$ cat src/rtl/uart_rx_ctrl_if.sv
// Purpose: byte + error flags handed from the UART receive sequencer to its consumer.
// Latency: none, this is a bundle of wires.
// Backpressure: valid/ready. The producer may overwrite an unaccepted byte and flags that on its own port.
interface uart_rx_ctrl_if;
  logic [7:0] data;
  logic       valid;
  logic       ready;
  logic       parity_err;
  logic       frame_err;

  modport master (output data, output valid, output parity_err, output frame_err, input ready);
  modport slave  (input data, input valid, input parity_err, input frame_err, output ready);
endinterface

$ cat src/rtl/uart_rx_ctrl.sv
// Purpose: UART receive sequencer. It synchronises RX, times the bits, checks the start bit and assembles the byte.
// Latency: the byte is valid 1 cycle after the mid-stop sample (T0+153, or T0+169 with parity, at 16x).
// Backpressure: none toward the line. A commit onto an unaccepted byte overwrites it and pulses o_overrun.
module uart_rx_ctrl #(
  parameter int OverSample = 16,
  parameter int Parity     = 0
) (
  input  logic                  i_clk,
  input  logic                  i_rst_n,
  input  logic                  i_rx,
  output logic                  o_half,
  output logic                  o_strobe,
  output logic                  o_busy,
  output logic                  o_overrun,
  output logic                  o_false_start,
  uart_rx_ctrl_if.master        rx_out
);

  localparam int CntW = $clog2(OverSample);
  localparam logic [CntW-1:0] HalfCnt = CntW'(OverSample / 2 - 1);
  localparam logic [CntW-1:0] EndCnt  = CntW'(OverSample - 1);

  typedef enum logic [2:0] {
    S_IDLE   = 3'd0,
    S_START  = 3'd1,
    S_DATA   = 3'd2,
    S_PARITY = 3'd3,
    S_STOP   = 3'd4
  } state_t;

  state_t          state, state_nxt;
  logic            rx_m, rx_s;
  logic [CntW-1:0] os_cnt;
  logic [2:0]      bit_cnt;
  logic [7:0]      shift;
  logic            armed;
  logic            perr;
  logic            at_half, at_end, commit;
  logic [7:0]      data_q;
  logic            valid_q, parity_err_q, frame_err_q;

  assign at_half = (os_cnt == HalfCnt);
  assign at_end  = (os_cnt == EndCnt);

  // Two-flop synchroniser on the raw line, reset to the idle (high) level
  always_ff @(posedge i_clk or negedge i_rst_n) begin
    if (!i_rst_n) begin
      rx_m <= 1'b1;
      rx_s <= 1'b1;
    end else begin
      rx_m <= i_rx;
      rx_s <= rx_m;
    end
  end

  // State register
  always_ff @(posedge i_clk or negedge i_rst_n) begin
    if (!i_rst_n) state <= S_IDLE;
    else          state <= state_nxt;
  end

  // Next-state decode, start-bit rejection and commit strobe
  always_comb begin
    state_nxt     = state;
    o_false_start = 1'b0;
    commit        = 1'b0;
    case (state)
      S_IDLE: begin
        if (armed && !rx_s) state_nxt = S_START;
      end
      S_START: begin
        if (at_half && rx_s) begin
          state_nxt     = S_IDLE;
          o_false_start = 1'b1;
        end else if (at_end) begin
          state_nxt = S_DATA;
        end
      end
      S_DATA: begin
        if (at_end && bit_cnt == 3'd7) state_nxt = (Parity != 0) ? S_PARITY : S_STOP;
      end
      S_PARITY: begin
        if (at_end) state_nxt = S_STOP;
      end
      S_STOP: begin
        // Leave at mid-stop so a start bit in the second half of the stop bit is caught
        if (at_half) begin
          commit    = 1'b1;
          state_nxt = S_IDLE;
        end
      end
      default: state_nxt = S_IDLE;
    endcase
  end

  // Bit timing, shift register, parity and the re-arm guard used after a break
  always_ff @(posedge i_clk or negedge i_rst_n) begin
    if (!i_rst_n) begin
      os_cnt  <= '0;
      bit_cnt <= 3'd0;
      shift   <= 8'h00;
      perr    <= 1'b0;
      armed   <= 1'b1;
    end else begin
      if (state == S_IDLE || state_nxt == S_IDLE) os_cnt <= '0;
      else if (at_end)                            os_cnt <= '0;
      else                                        os_cnt <= os_cnt + 1'b1;

      if (state == S_START && at_end)                          bit_cnt <= 3'd0;
      else if (state == S_DATA && at_end && bit_cnt != 3'd7)   bit_cnt <= bit_cnt + 3'd1;

      if (state == S_DATA && at_half) shift <= {rx_s, shift[7:1]};

      if (state == S_PARITY && at_half) perr <= rx_s ^ (^shift);

      if (commit && !rx_s)                armed <= 1'b0;
      else if (state == S_IDLE && rx_s)   armed <= 1'b1;
    end
  end

  // Output holding register: commit loads it, accept drops valid unless a commit lands the same cycle
  always_ff @(posedge i_clk or negedge i_rst_n) begin
    if (!i_rst_n) begin
      data_q       <= 8'h00;
      valid_q      <= 1'b0;
      parity_err_q <= 1'b0;
      frame_err_q  <= 1'b0;
    end else if (commit) begin
      data_q       <= shift;
      parity_err_q <= perr;
      frame_err_q  <= ~rx_s;
      valid_q      <= 1'b1;
    end else if (valid_q && rx_out.ready) begin
      valid_q <= 1'b0;
    end
  end

  assign rx_out.data       = data_q;
  assign rx_out.valid      = valid_q;
  assign rx_out.parity_err = parity_err_q;
  assign rx_out.frame_err  = frame_err_q;

  assign o_overrun = commit & valid_q & ~rx_out.ready;
  assign o_busy    = (state != S_IDLE);
  assign o_half    = at_half & (state == S_DATA || state == S_PARITY || state == S_STOP);
  assign o_strobe  = at_end & (state == S_START || state == S_DATA || state == S_PARITY);

endmodule

$ cat src/flat_wrapper.sv
// flat-port wrapper written by rule: the top's interface ports become plain ports
module uart_rx_ctrl_flat 
#(
  parameter int OverSample = 16,
  parameter int Parity     = 0
)
  (i_clk, i_rst_n, i_rx, o_half, o_strobe, o_busy, o_overrun, o_false_start, rx_out_data, rx_out_valid, rx_out_parity_err, rx_out_frame_err, rx_out_ready);
  uart_rx_ctrl_if rx_out_i ();
  input  logic i_clk;
  input  logic i_rst_n;
  input  logic i_rx;
  output logic o_half;
  output logic o_strobe;
  output logic o_busy;
  output logic o_overrun;
  output logic o_false_start;
  output wire logic [$bits(rx_out_i.data)-1:0] rx_out_data;
  output wire logic [$bits(rx_out_i.valid)-1:0] rx_out_valid;
  output wire logic [$bits(rx_out_i.parity_err)-1:0] rx_out_parity_err;
  output wire logic [$bits(rx_out_i.frame_err)-1:0] rx_out_frame_err;
  input wire logic [$bits(rx_out_i.ready)-1:0] rx_out_ready;
  assign rx_out_data = rx_out_i.data;
  assign rx_out_valid = rx_out_i.valid;
  assign rx_out_parity_err = rx_out_i.parity_err;
  assign rx_out_frame_err = rx_out_i.frame_err;
  assign rx_out_i.ready = rx_out_ready;
  uart_rx_ctrl #(.OverSample(OverSample), .Parity(Parity)) u_core (.i_clk(i_clk), .i_rst_n(i_rst_n), .i_rx(i_rx), .o_half(o_half), .o_strobe(o_strobe), .o_busy(o_busy), .o_overrun(o_overrun), .o_false_start(o_false_start), .rx_out(rx_out_i));
endmodule
$ cat config.mk
export PLATFORM = sky130hd
export DESIGN_NAME = uart_rx_ctrl_flat
export DESIGN_NICKNAME = d
export VERILOG_FILES = /design/src/rtl/uart_rx_ctrl_if.sv /design/src/rtl/uart_rx_ctrl.sv /design/src/flat_wrapper.sv
export SDC_FILE = /design/constraint.sdc
export NUM_CORES = 1
export LEC_CHECK = 0
export BUFFER_PORTS_ARGS = -buffer_cell sky130_fd_sc_hd__buf_2
export CORE_MARGIN = 5
export CORE_UTILIZATION = 50
export DETAILED_ROUTE_END_ITERATION = 16
export PLACE_DENSITY = 0.73
export REMOVE_ABC_BUFFERS = 1
export SYNTH_ARGS = -nofsm -noshare
export SYNTH_HDL_FRONTEND = slang
export SYNTH_SLANG_ARGS = --single-unit
$ cat constraint.sdc
create_clock -name i_clk -period 2 [get_ports i_clk]
set_input_delay 0.4 -clock i_clk [delete_from_list [all_inputs] [get_ports i_clk]]
set_output_delay 0.4 -clock i_clk [all_outputs]
set_load 0.02 [all_outputs]
==> Flow_metrics.wiki, run 1 <==
{| class="wikitable"
! Metric !! Value
|-
| Num CTS Buffers || 5
|-
| Synth-to-layout area growth || 18.1%
|-
| Shortest clock period the worst path allows after layout || around 2.1 ns
|-
| First-pass iteration count of the detailed router || 4
|-
| Number of input and output port buffers inserted || 19
|-
| Final period utilization || 107%
|-
| Pin count of the biggest net entering global routing || 34
|-
| Sinks on Clock Net || 33
|-
| Average wire per standard cell || roughly 15 µm
|-
| Reported leakage power || 0.956 nW
|-
| Clock-pin transition on the worst setup and hold timing paths || 0.10 ns
|-
| Max Root-Sink Buffers || 2
|-
| Instance count of the mapped netlist || roughly 120
|-
| Kind of start point of the critical path || register
|-
| Biggest area contributors in the synthesized netlist || sky130_fd_sc_hd__dfrtp_1 (49%), sky130_fd_sc_hd__mux2_2 (10%), sky130_fd_sc_hd__dfstp_2 (5.1%)
|-
| Final non-filler cell area || 0.00181 mm²
|-
| Violations in the final reports || setup timing
|-
| Area of the die || about 0.0043 mm²
|-
| Power density cells || 913 mW/mm²
|-
| Post-detailed-placement cell area || 0.00167 mm²
|-
| Total I/O pin count || 20
|-
| Register bit count reported by yosys || 33
|-
| Number of vias per cell || roughly 5.4
|-
| Outcome || finished with violations
|-
| GRT overflow || 0
|-
| Root buf cell || sky130_fd_sc_hd__clkbuf_4
|-
| CTS tree || yes
|-
| Max transition margin || 52.9%
|-
| Path category of the worst min-delay check || in2async
|-
| CTS HTree Levels || 2
|-
| ANT cells || 0
|-
| Number of flops mapped to enable cells by yosys || 0
|-
| Placeable core region || 0.00300 mm²
|-
| Die Ht || 65.4 µm
|-
| Vias in the first global route || 975
|-
| Cell row count || 20
|-
| Critical path type || reg2out
|-
| FFs w/ async S/R, synth || 100%
|-
| First-pass GRT wire length || 4.45 mm
|-
| Total negative slack for setup checks || -0.195 ns
|-
| Final count of pins violating max slew || 0
|-
| Leading register cell type out of synthesis || sky130_fd_sc_hd__dfrtp_1
|-
| Sum of internal, switching and leakage power || 0.00165 W
|-
| Share of cells above drive strength 1 || 46.0%
|-
| Mapped cell area || 0.00153 mm²
|-
| Transition time of the tightest slew-check pin || 0.707 ns
|-
| Count of antenna-violating nets left after detailed routing || 0
|-
| Data required time of the worst path || 1.60 ns
|-
| Final Routed Wirelength || about 2.7 mm
|-
| Max frequency || about 470 MHz
|-
| GP Congestion || 0.869
|-
| Synth cell types || 34
|-
| Endpoint class of the critical path || output pin
|-
| Count of yosys warnings during synthesis || 0
|-
| Share of the core filled with cells in the final layout || 60.3%
|-
| Setup WS pre-CTS || 0.0762 ns
|-
| Max rail drop VDD || 470 µV
|-
| Starting density of the core || 51.1%
|-
| Cell accounting for the most synthesized area || sky130_fd_sc_hd__dfrtp_1
|-
| Clock skew || 0.0102 ns
|-
| Iter 0 DRT Violations || 24
|-
| Setup repair after global routing missed its margin || true
|-
| Worst Path Max Fanout || 6
|-
| Final Setup Violations || 2
|-
| Number of antenna violations at the first check in global routing || 0
|-
| X dimension of the die || 65.4 µm
|-
| Crit path setup slack, layout || -0.144 ns
|-
| Final Hold Viols || 0
|-
| Clock latency at the later pin of the worst-skew pair || 0.33 ns
|-
| Nets || 156
|-
| Part of the Yosys area used for sequential elements || a little over half
|-
| Sum of net half-perimeters after detailed placement || roughly 1.8 mm
|-
| Synth top area share || 48.9%
|-
| Synthesized area per cell || about 13 µm²
|-
| Critical path arrival || 1.74 ns
|-
| DRC viols || 0
|-
| Gr usage total || around 14%
|-
| Total of max-cap violations || 0
|-
| Via count || 993
|}
==> logic make-up (layout without fill, tap and decap cells) <==
group	count (synthesis)	after routing	synth area share (%)
muxes	19	19	15.2
xor gates and xnor gates	8	8	5.46
AOI/OAI and AO/OA	15	15	6.93
adders and majority gates	3	3	2.45
buffers and inverters	6	38	3.34
and+or+nand+nor	34	34	12.6
DFF	33	33	54.1
==> final timing paths <==
kind / startpoint / end / slack (ns) / cells past startpoint
worst min-delay path: i_rst_n / u_core.rx_out.data[1]$_DFFE_PN0P_ / 0.11 / 1
max in group asynchronous: i_rst_n / u_core.state[2]$_DFF_PN0_ / 1.44 / 1
worst min register to register: u_core.rx_m$_DFF_PN1_ / u_core.rx_s$_DFF_PN1_ / 0.36 / 0
worst max-delay path: u_core.os_cnt[3]$_DFF_PN0_ / o_overrun / -0.14 / 4
min in group i_clk: i_rx / u_core.rx_m$_DFF_PN1_ / 0.16 / 1
worst max register to register: u_core.os_cnt[3]$_DFF_PN0_ / u_core.rx_out.data[6]$_DFFE_PN0P_ / 0.16 / 4
==> report_power, final <==
part / total [W] / switching (W) / internal [W]
clock: 0.000352 / 0.000218 / 0.000134
sequential: 0.000817 / 0.0000809 / 0.000736
combinational: 0.000486 / 0.000235 / 0.000251
==> critical path: stages (launching register included) <==
cell and delay, ns:
sky130_fd_sc_hd__dfrtp_1 0.47, sky130_fd_sc_hd__nand3b_4 0.21, sky130_fd_sc_hd__or4b_4 0.52, sky130_fd_sc_hd__nor2_4 0.10, sky130_fd_sc_hd__buf_6 0.12
==> synth_stat cells (2+ instances only) <==
cell	instances
sky130_fd_sc_hd__dfstp_2	3
sky130_fd_sc_hd__and3_2	2
sky130_fd_sc_hd__nand2_1	8
sky130_fd_sc_hd__a311oi_1	2
sky130_fd_sc_hd__a21oi_1	3
sky130_fd_sc_hd__a22o_1	2
sky130_fd_sc_hd__dfrtp_1	30
sky130_fd_sc_hd__mux2_2	14
sky130_fd_sc_hd__nor2b_1	6
sky130_fd_sc_hd__o21ai_0	3
sky130_fd_sc_hd__nor2_1	8
sky130_fd_sc_hd__ha_1	3
sky130_fd_sc_hd__xnor2_1	6
sky130_fd_sc_hd__nor3_1	4
sky130_fd_sc_hd__mux2_4	5
==> cells in the final DEF, fill, tap and decap left out, types with 5 or more instances in the layout <==
| cell type | n |
|---|---|
| sky130_fd_sc_hd__dfrtp_1 | 30 |
| sky130_fd_sc_hd__buf_4 | 11 |
| sky130_fd_sc_hd__clkbuf_4 | 5 |
| sky130_fd_sc_hd__xnor2_1 | 6 |
| sky130_fd_sc_hd__nor2_1 | 7 |
| sky130_fd_sc_hd__buf_2 | 16 |
| sky130_fd_sc_hd__mux2_2 | 14 |
| sky130_fd_sc_hd__nor2b_1 | 5 |
| sky130_fd_sc_hd__mux2_4 | 5 |
| sky130_fd_sc_hd__nand2_1 | 8 |
==> routing by layer <==
layer	vias up	part of all wire [%]	GRT usage [%]
met3	2	4.4	5.98
li1	476	-	-
met4	0	1.5	7.77
met5	-	0	0
met1	496	45	17.0
met2	19	49	21.2
==> flip-flops by register name (all words and copies together), names as in the netlist <==
signal and flops:
u_core.armed 1, u_core.bit_cnt 3, u_core.os_cnt 4, u_core.rx_out.data 8, u_core.perr 1, u_core.rx_out.parity_err 1, u_core.rx_out.valid 1, u_core.rx_out.frame_err 1
u_core.shift 8, u_core.rx_m 1, u_core.rx_s 1, u_core.state 3
==> cell type report <==
| type | instances | area, µm² |
|---|---|---|
| Timing Repair Buffer | 29 | 185 |
| Tap cell | 33 | 41.3 |
| Inverter | 1 | 3.75 |
| Clock inverter | 2 | 10.0 |
| Fill cell | 254 | 1190 |
| Sequential cell | 33 | 830 |
| Multi-Input combinational cell | 79 | 701 |
| Clock buffer | 6 | 41.3 |
==> what timing repair did <==
item                       CTS  global route
setup endpoints to repair    3             3
hold buffers                 0             0
setup buffers                3             2
gates cloned                 0             0
resized for setup            8             7
pin swaps                    4             3
==> metrics by stage <==
stage               hold WS [ns]  cells
CTS                        0.120    182
floorplan                  0.104    113
global placement           0.346    171
detailed placement         0.353    171
finish                     0.109    183
global route               0.120    183
Power figures use the tool's default switching activity.
==> run 2: changes to the inputs <==
Settings changed: ABC_AREA set to 1, CORE_UTILIZATION 50 to 56, PLACE_DENSITY 0.73 to 0.77.
Clock period 2 ns to 2.2 ns, I/O delays scaled along.
==> Flow_metrics.wiki, run 2 <==
{| class="wikitable"
! Metric !! Value
|-
| Final Routed Wirelength || 2.92 mm
|-
| CTS HTree Levels || 2
|-
| Reported leakage power || 0.962 nW
|-
| Area of the die || 0.00398 mm²
|-
| Hold-fix buffer count after cts || 0
|-
| Fillcell total || 226
|-
| Final Setup Violations || 0
|-
| Kind of start point of the critical path || register
|-
| Critical path arrival || about 1.6 ns
|-
| Startpoint of the most critical register-to-register path || u_core.os_cnt[0]$_DFF_PN0_
|-
| Synthesized area per cell || slightly above 8 µm²
|-
| Synth cell types || 27
|-
| Final non-filler cell area || 0.00178 mm²
|-
| Share of cells above drive strength 1 || roughly 22%
|-
| Post-CTS Repair Setup Buffers || 0
|-
| Shortest clock period the worst path allows after layout || 2.05 ns
|-
| Instance count of the mapped netlist || 193
|-
| Max frequency || 487 MHz
|-
| Total I/O pin count || 20
|-
| Sinks on Clock Net || 33
|-
| Transition time of the tightest slew-check pin || 0.705 ns
|-
| Post-detailed-placement cell area || 0.00170 mm²
|-
| Starting density of the core || 57.8%
|-
| ANT cells || 0
|-
| Number of vias per cell || 5.10
|-
| Number of antenna violations at the first check in global routing || 0
|-
| Most frequent cells in the layout || sky130_fd_sc_hd__nand2_1 (60), sky130_fd_sc_hd__dfrtp_1 (30), sky130_fd_sc_hd__inv_1 (19)
|-
| Max transition margin || 53.0%
|-
| Synth top area share || 47.5%
|-
| Vias in the first global route || 1166
|-
| Leading cell type by number of instances after synthesis || sky130_fd_sc_hd__nand2_1
|-
| Die Ht || 63.1 µm
|-
| Setup repair after global routing missed its margin || false
|-
| Outcome || finished clean
|-
| Worst Path Max Fanout || 3
|-
| Power density cells || around 660 mW/mm²
|-
| Data required time of the worst path || between 1.5 and 2 ns
|-
| Number of input and output port buffers inserted || 19
|-
| Number of non-filler instances in the completed layout || between 200 and 250
|-
| Synth-to-layout area growth || 12.5%
|-
| Biggest area contributors in the synthesized netlist || sky130_fd_sc_hd__dfrtp_1 (48%), sky130_fd_sc_hd__nand2_1 (14%), sky130_fd_sc_hd__o21ai_1 (5.1%)
|-
| Path category of the worst min-delay check || in2async
|-
| GRT overflow || 0
|-
| Average wire per standard cell || roughly 12 µm
|-
| Register bit count reported by yosys || 33
|-
| Cell row count || 19
|-
| Root buf cell || sky130_fd_sc_hd__clkbuf_4
|-
| Part of the Yosys area used for sequential elements || 52.5%
|-
| Cts repair resizes || 0
|-
| Launch point of the critical path || u_core.os_cnt[1]$_DFF_PN0_
|-
| Cell total after placement || between 200 and 250
|-
| Clock-pin transition on the worst setup and hold timing paths || 0.10 ns
|-
| Num CTS Buffers || 5
|-
| Nets || 224
|-
| Worst hold margin || 0.136 ns
|-
| FF+latch area || 830 µm²
|-
| Endpoint class of the critical path || output pin
|-
| Final count of pins violating max slew || 0
|-
| DRC viols || 0
|-
| FFs w/ async S/R, synth || 100%
|-
| Clock skew || 0.0156 ns
|-
| First-pass iteration count of the detailed router || 4
|-
| Final Hold Viols || 0
|-
| Total of max-cap violations || 0
|-
| Mapped cell area || ~0.0016 mm²
|-
| Via count || approximately 1300
|-
| Commonest non-fill, non-tap cell in the layout || sky130_fd_sc_hd__nand2_1
|-
| GP Congestion || approximately 0.8
|-
| Gr usage total || 16.5%
|-
| Cell accounting for the most synthesized area || sky130_fd_sc_hd__dfrtp_1
|-
| Critical path type || reg2out
|-
| Count of antenna-violating nets left after detailed routing || 0
|-
| First-pass GRT wire length || 5.26 mm
|-
| Pin count of the biggest net entering global routing || 34
|-
| Max rail drop VDD || 644 µV
|-
| Final period utilization || 93.3%
|-
| Total negative slack for setup checks || 0 ns
|-
| Iter 0 DRT Violations || 48
|-
| Commonest cells in the netlist || sky130_fd_sc_hd__nand2_1 (60), sky130_fd_sc_hd__dfrtp_1 (30), sky130_fd_sc_hd__inv_1 (19), sky130_fd_sc_hd__o21ai_1 (16), sky130_fd_sc_hd__nand3_1 (14)
|-
| X dimension of the die || 63.1 µm
|-
| CTS tree || yes
|-
| Area taken by multi-input logic gates || roughly 650 µm²
|-
| Max Root-Sink Buffers || 2
|-
| Sum of net half-perimeters after detailed placement || 2.15 mm
|-
| Count of yosys warnings during synthesis || 0
|-
| Clock latency at the later pin of the worst-skew pair || around 0.34 ns
|-
| Placeable core region || 0.00273 mm²
|-
| Number of flops mapped to enable cells by yosys || 0
|-
| Leading register cell type out of synthesis || sky130_fd_sc_hd__dfrtp_1
|}
## run 2: path summary, 6_finish.rpt
path | end | slack, ns | cells past startpoint
max | o_overrun | 0.15 | 6
min | u_core.rx_out.data[3]$_DFFE_PN0P_ | 0.14 | 1
max reg2reg | u_core.rx_out.parity_err$_DFFE_PN0P_ | 0.61 | 6
min reg2reg | u_core.rx_s$_DFF_PN1_ | 0.36 | 0
max in group asynchronous | u_core.os_cnt[0]$_DFF_PN0_ | 1.60 | 1
min in group i_clk | u_core.rx_m$_DFF_PN1_ | 0.20 | 1
## run 2: worst max-delay path, stage by stage, from the launching register on
cell and delay [ns]:
sky130_fd_sc_hd__dfrtp_1 0.36, sky130_fd_sc_hd__ha_1 0.20, sky130_fd_sc_hd__nand2_1 0.09, sky130_fd_sc_hd__nor2_1 0.14, sky130_fd_sc_hd__nand3_2 0.12, sky130_fd_sc_hd__nor3_1 0.16, sky130_fd_sc_hd__buf_2 0.19
## run 2: layout make-up
type                       count  share of cell area [%]
inverter                      24                    5.07
clock buffer                   8                    3.31
timing repair buffer          20                    5.92
sequential                    33                    46.7
multi-input combinational    133                    36.8
tap                           31                    2.18
## run 2: metal layers
layer  vias up  routed length [µm]  GRT usage, %
met2        20                1280          22.9
met3         4                 148          4.44
met4         0                  31          8.49
met5         -                   0             0
li1        660                   -             -
met1       586                1450          23.3
## run 2: cells by family (layout without fill, tap and decap cells)
group | after synthesis | after routing | synth area share [%]
xor+xnor | 2 | 2 | 1.11
fa+ha+maj | 3 | 3 | 2.38
flops | 33 | 33 | 52.5
compound gates | 27 | 27 | 8.88
mux | 1 | 1 | 0.713
buf+inv | 27 | 52 | 6.74
simple gates | 100 | 100 | 27.7
## run 2: per-stage QoR
stage                     total power [W]  setup slack [ns]  util (%)
after global routing              0.00124            0.0186      65.0
after detailed placement         0.000835             0.481      62.3
final                             0.00118             0.148      65.0
after global placement           0.000830             0.548      62.3
after floorplan                  0.000782           0.00422         -
after CTS                         0.00119            0.0996      64.5
## run 2: report_power, final
group	internal (W)	switching [W]	total, W
Combinational	0.0000515	0.000116	0.000168
Sequential	0.000630	0.0000285	0.000659
Clock	0.000157	0.000192	0.000350
==> run 3: changes to the inputs <==
Settings changed: CELL_PAD_IN_SITES_DETAIL_PLACEMENT set to 1, CELL_PAD_IN_SITES_GLOBAL_PLACEMENT set to 2, CORE_UTILIZATION 56 to 33, PLACE_DENSITY 0.77 to not set, PLACE_DENSITY_LB_ADDON set to 0.1.
==> Flow_metrics.wiki, run 3 (synthesized netlist as in run 2, its figures left out) <==
{| class="wikitable"
! Metric !! Value
|-
| Count of antenna-violating nets left after detailed routing || 0
|-
| ANT cells || 0
|-
| Transition time of the tightest slew-check pin || approximately 0.75 ns
|-
| Iter 0 DRT Violations || 31
|-
| Cells traversed along the worst timing path || ha_1, nand2_1, nor2_2, nand3_2, nor3_1, buf_2
|-
| Clock skew || 0.00619 ns
|-
| Final Routed Wirelength || 3.65 mm
|-
| Power density cells || 705 mW/mm²
|-
| CTS tree || yes
|-
| First-pass iteration count of the detailed router || 4
|-
| Max Root-Sink Buffers || 2
|-
| DRC viols || 0
|-
| Number of buffer and inverter stages on the critical path || 1
|-
| Root buf cell || sky130_fd_sc_hd__clkbuf_8
|-
| Max transition margin || 49.7%
|-
| Endpoint class of the critical path || output pin
|-
| Setup repair after global routing missed its margin || false
|-
| Path category of the worst min-delay check || in2async
|-
| Data required time of the worst path || 1.76 ns
|-
| Number of vias per cell || ~4.7
|-
| Clock-pin transition on the worst setup and hold timing paths || 0.07 ns
|-
| Worst hold margin || 0.221 ns
|-
| FF+latch area || 830 µm²
|-
| Number of input and output port buffers inserted || 19
|-
| GRT overflow || 0
|-
| Kind of start point of the critical path || register
|-
| Gr usage total || between 10 and 15%
|-
| Outcome || finished clean
|-
| Via count || roughly 1300
|-
| Area of the die || 0.00627 mm²
|-
| Vias in the first global route || 1324
|-
| Max rail drop VDD || between 200 and 250 µV
|-
| Final non-filler cell area || 0.00185 mm²
|-
| Cell row count || 25
|-
| Pin count of the biggest net entering global routing || 34
|-
| Die Ht || 79.2 µm
|-
| X dimension of the die || around 80 µm
|-
| Commonest non-fill, non-tap cell in the layout || sky130_fd_sc_hd__nand2_1
|-
| Fillcell total || between 500 and 600
|-
| Most frequent cells in the layout || sky130_fd_sc_hd__nand2_1 (60), sky130_fd_sc_hd__dfrtp_1 (30), sky130_fd_sc_hd__inv_1 (19)
|-
| Sinks on Clock Net || 33
|-
| Critical path type || reg2out
|-
| First-pass GRT wire length || 6.39 mm
|-
| Placeable core region || 0.00469 mm²
|-
| Average wire per standard cell || 13.4 µm
|-
| Max frequency || 494 MHz
|-
| Family with the most delay on the worst path || simple AND/OR/NAND/NOR gates
|-
| Shortest clock period the worst path allows after layout || 2.02 ns
|-
| CTS HTree Levels || 2
|-
| Final period utilization || approximately nine tenths
|-
| Number of antenna violations at the first check in global routing || 0
|-
| Highest cell delay on the worst timing path || 0.37 ns
|-
| Final Setup Violations || 0
|-
| Post-CTS Repair Setup Buffers || 0
|-
| Total of max-cap violations || 0
|-
| Sum of internal, switching and leakage power || 0.00130 W
|-
| Sum of net half-perimeters after detailed placement || 2.66 mm
|-
| Nets || between 200 and 250
|-
| Clock latency at the later pin of the worst-skew pair || 0.28 ns
|-
| Worst Path Max Fanout || 4
|-
| Post-detailed-placement cell area || between 0.0015 and 0.002 mm²
|-
| Critical path arrival || 1.58 ns
|-
| Area taken by multi-input logic gates || 657 µm²
|-
| Synth-to-layout area growth || 17.0%
|-
| Total I/O pin count || 20
|-
| GP Congestion || 0.784
|-
| Final count of pins violating max slew || 0
|-
| Final Hold Viols || 0
|-
| Starting density of the core || 33.7%
|-
| Reported leakage power || 0.979 nW
|-
| Cell at the slowest stage of the critical path || sky130_fd_sc_hd__dfrtp_1
|-
| Share of cells above drive strength 1 || 22.8%
|-
| Num CTS Buffers || 5
|-
| Total negative slack for setup checks || 0 ns
|}
[run 3: path summary, 6_finish.rpt]
| path | startpoint | end | slack (ns) | cells past startpoint |
|---|---|---|---|---|
| hold reg to reg | u_core.rx_m$_DFF_PN1_ | u_core.rx_s$_DFF_PN1_ | 0.36 | 0 |
| setup reg to reg | u_core.os_cnt[0]$_DFF_PN0_ | u_core.os_cnt[0]$_DFF_PN0_ | 0.54 | 9 |
| max in group asynchronous | i_rst_n | u_core.rx_out.frame_err$_DFFE_PN0P_ | 1.50 | 1 |
| min in group i_clk | i_rx | u_core.rx_m$_DFF_PN1_ | 0.25 | 1 |
| setup / recovery | u_core.os_cnt[0]$_DFF_PN0_ | o_overrun | 0.18 | 6 |
| hold / removal | i_rst_n | u_core.rx_out.valid$_DFFE_PN0P_ | 0.22 | 1 |
[run 3: repair_timing]
item / CTS / global route
endpoints found under the setup margin: 0 / 3
hold buffers: 0 / 0
resized for setup: 0 / 5
[run 3: worst register-to-register path, cell delays in order, from the launching register on]
cell and delay (ns):
sky130_fd_sc_hd__dfrtp_1 0.40, sky130_fd_sc_hd__ha_1 0.24, sky130_fd_sc_hd__nand3_1 0.22, sky130_fd_sc_hd__inv_2 0.12, sky130_fd_sc_hd__nand3_1 0.12, sky130_fd_sc_hd__nand3_1 0.12, sky130_fd_sc_hd__nor2_2 0.12, sky130_fd_sc_hd__nand2_2 0.06
sky130_fd_sc_hd__nand2_2 0.10, sky130_fd_sc_hd__nor2_1 0.05
[run 3: routing by layer]
layer,up-vias,part of all wire [%],GRT usage [%],routed length (µm)
li1,661,-,-,-
met1,605,49,17.2,1790
met2,19,44,20.7,1620
met3,6,4.5,4.31,163
met4,0,2.2,6.19,80
met5,-,0,0,0
[run 3: through the flow]
stage | cells | setup slack, ns | util [%]
after floorplan | 190 | 0.00422 | -
after global placement | 265 | 0.432 | 37.1
after detailed placement | 265 | 0.395 | 37.1
after CTS | 273 | 0.0696 | 39.0
after global routing | 273 | 0.00447 | 39.4
final | 273 | 0.177 | 39.4
[run 3: report_power, final]
part | internal, W | total (W) | switching (W)
Sequential | 0.000631 | 0.000658 | 0.0000273
Combinational | 0.0000519 | 0.000173 | 0.000121
Clock | 0.000255 | 0.000471 | 0.000216
[run 3: area by class of cell]
class	instances	area share [%]
well taps	54	3.66
clock buffers	8	4.88
multi-input cells	133	35.6
inverters	24	4.88
flip-flops and latches	33	44.9
repair buffers	21	6.10
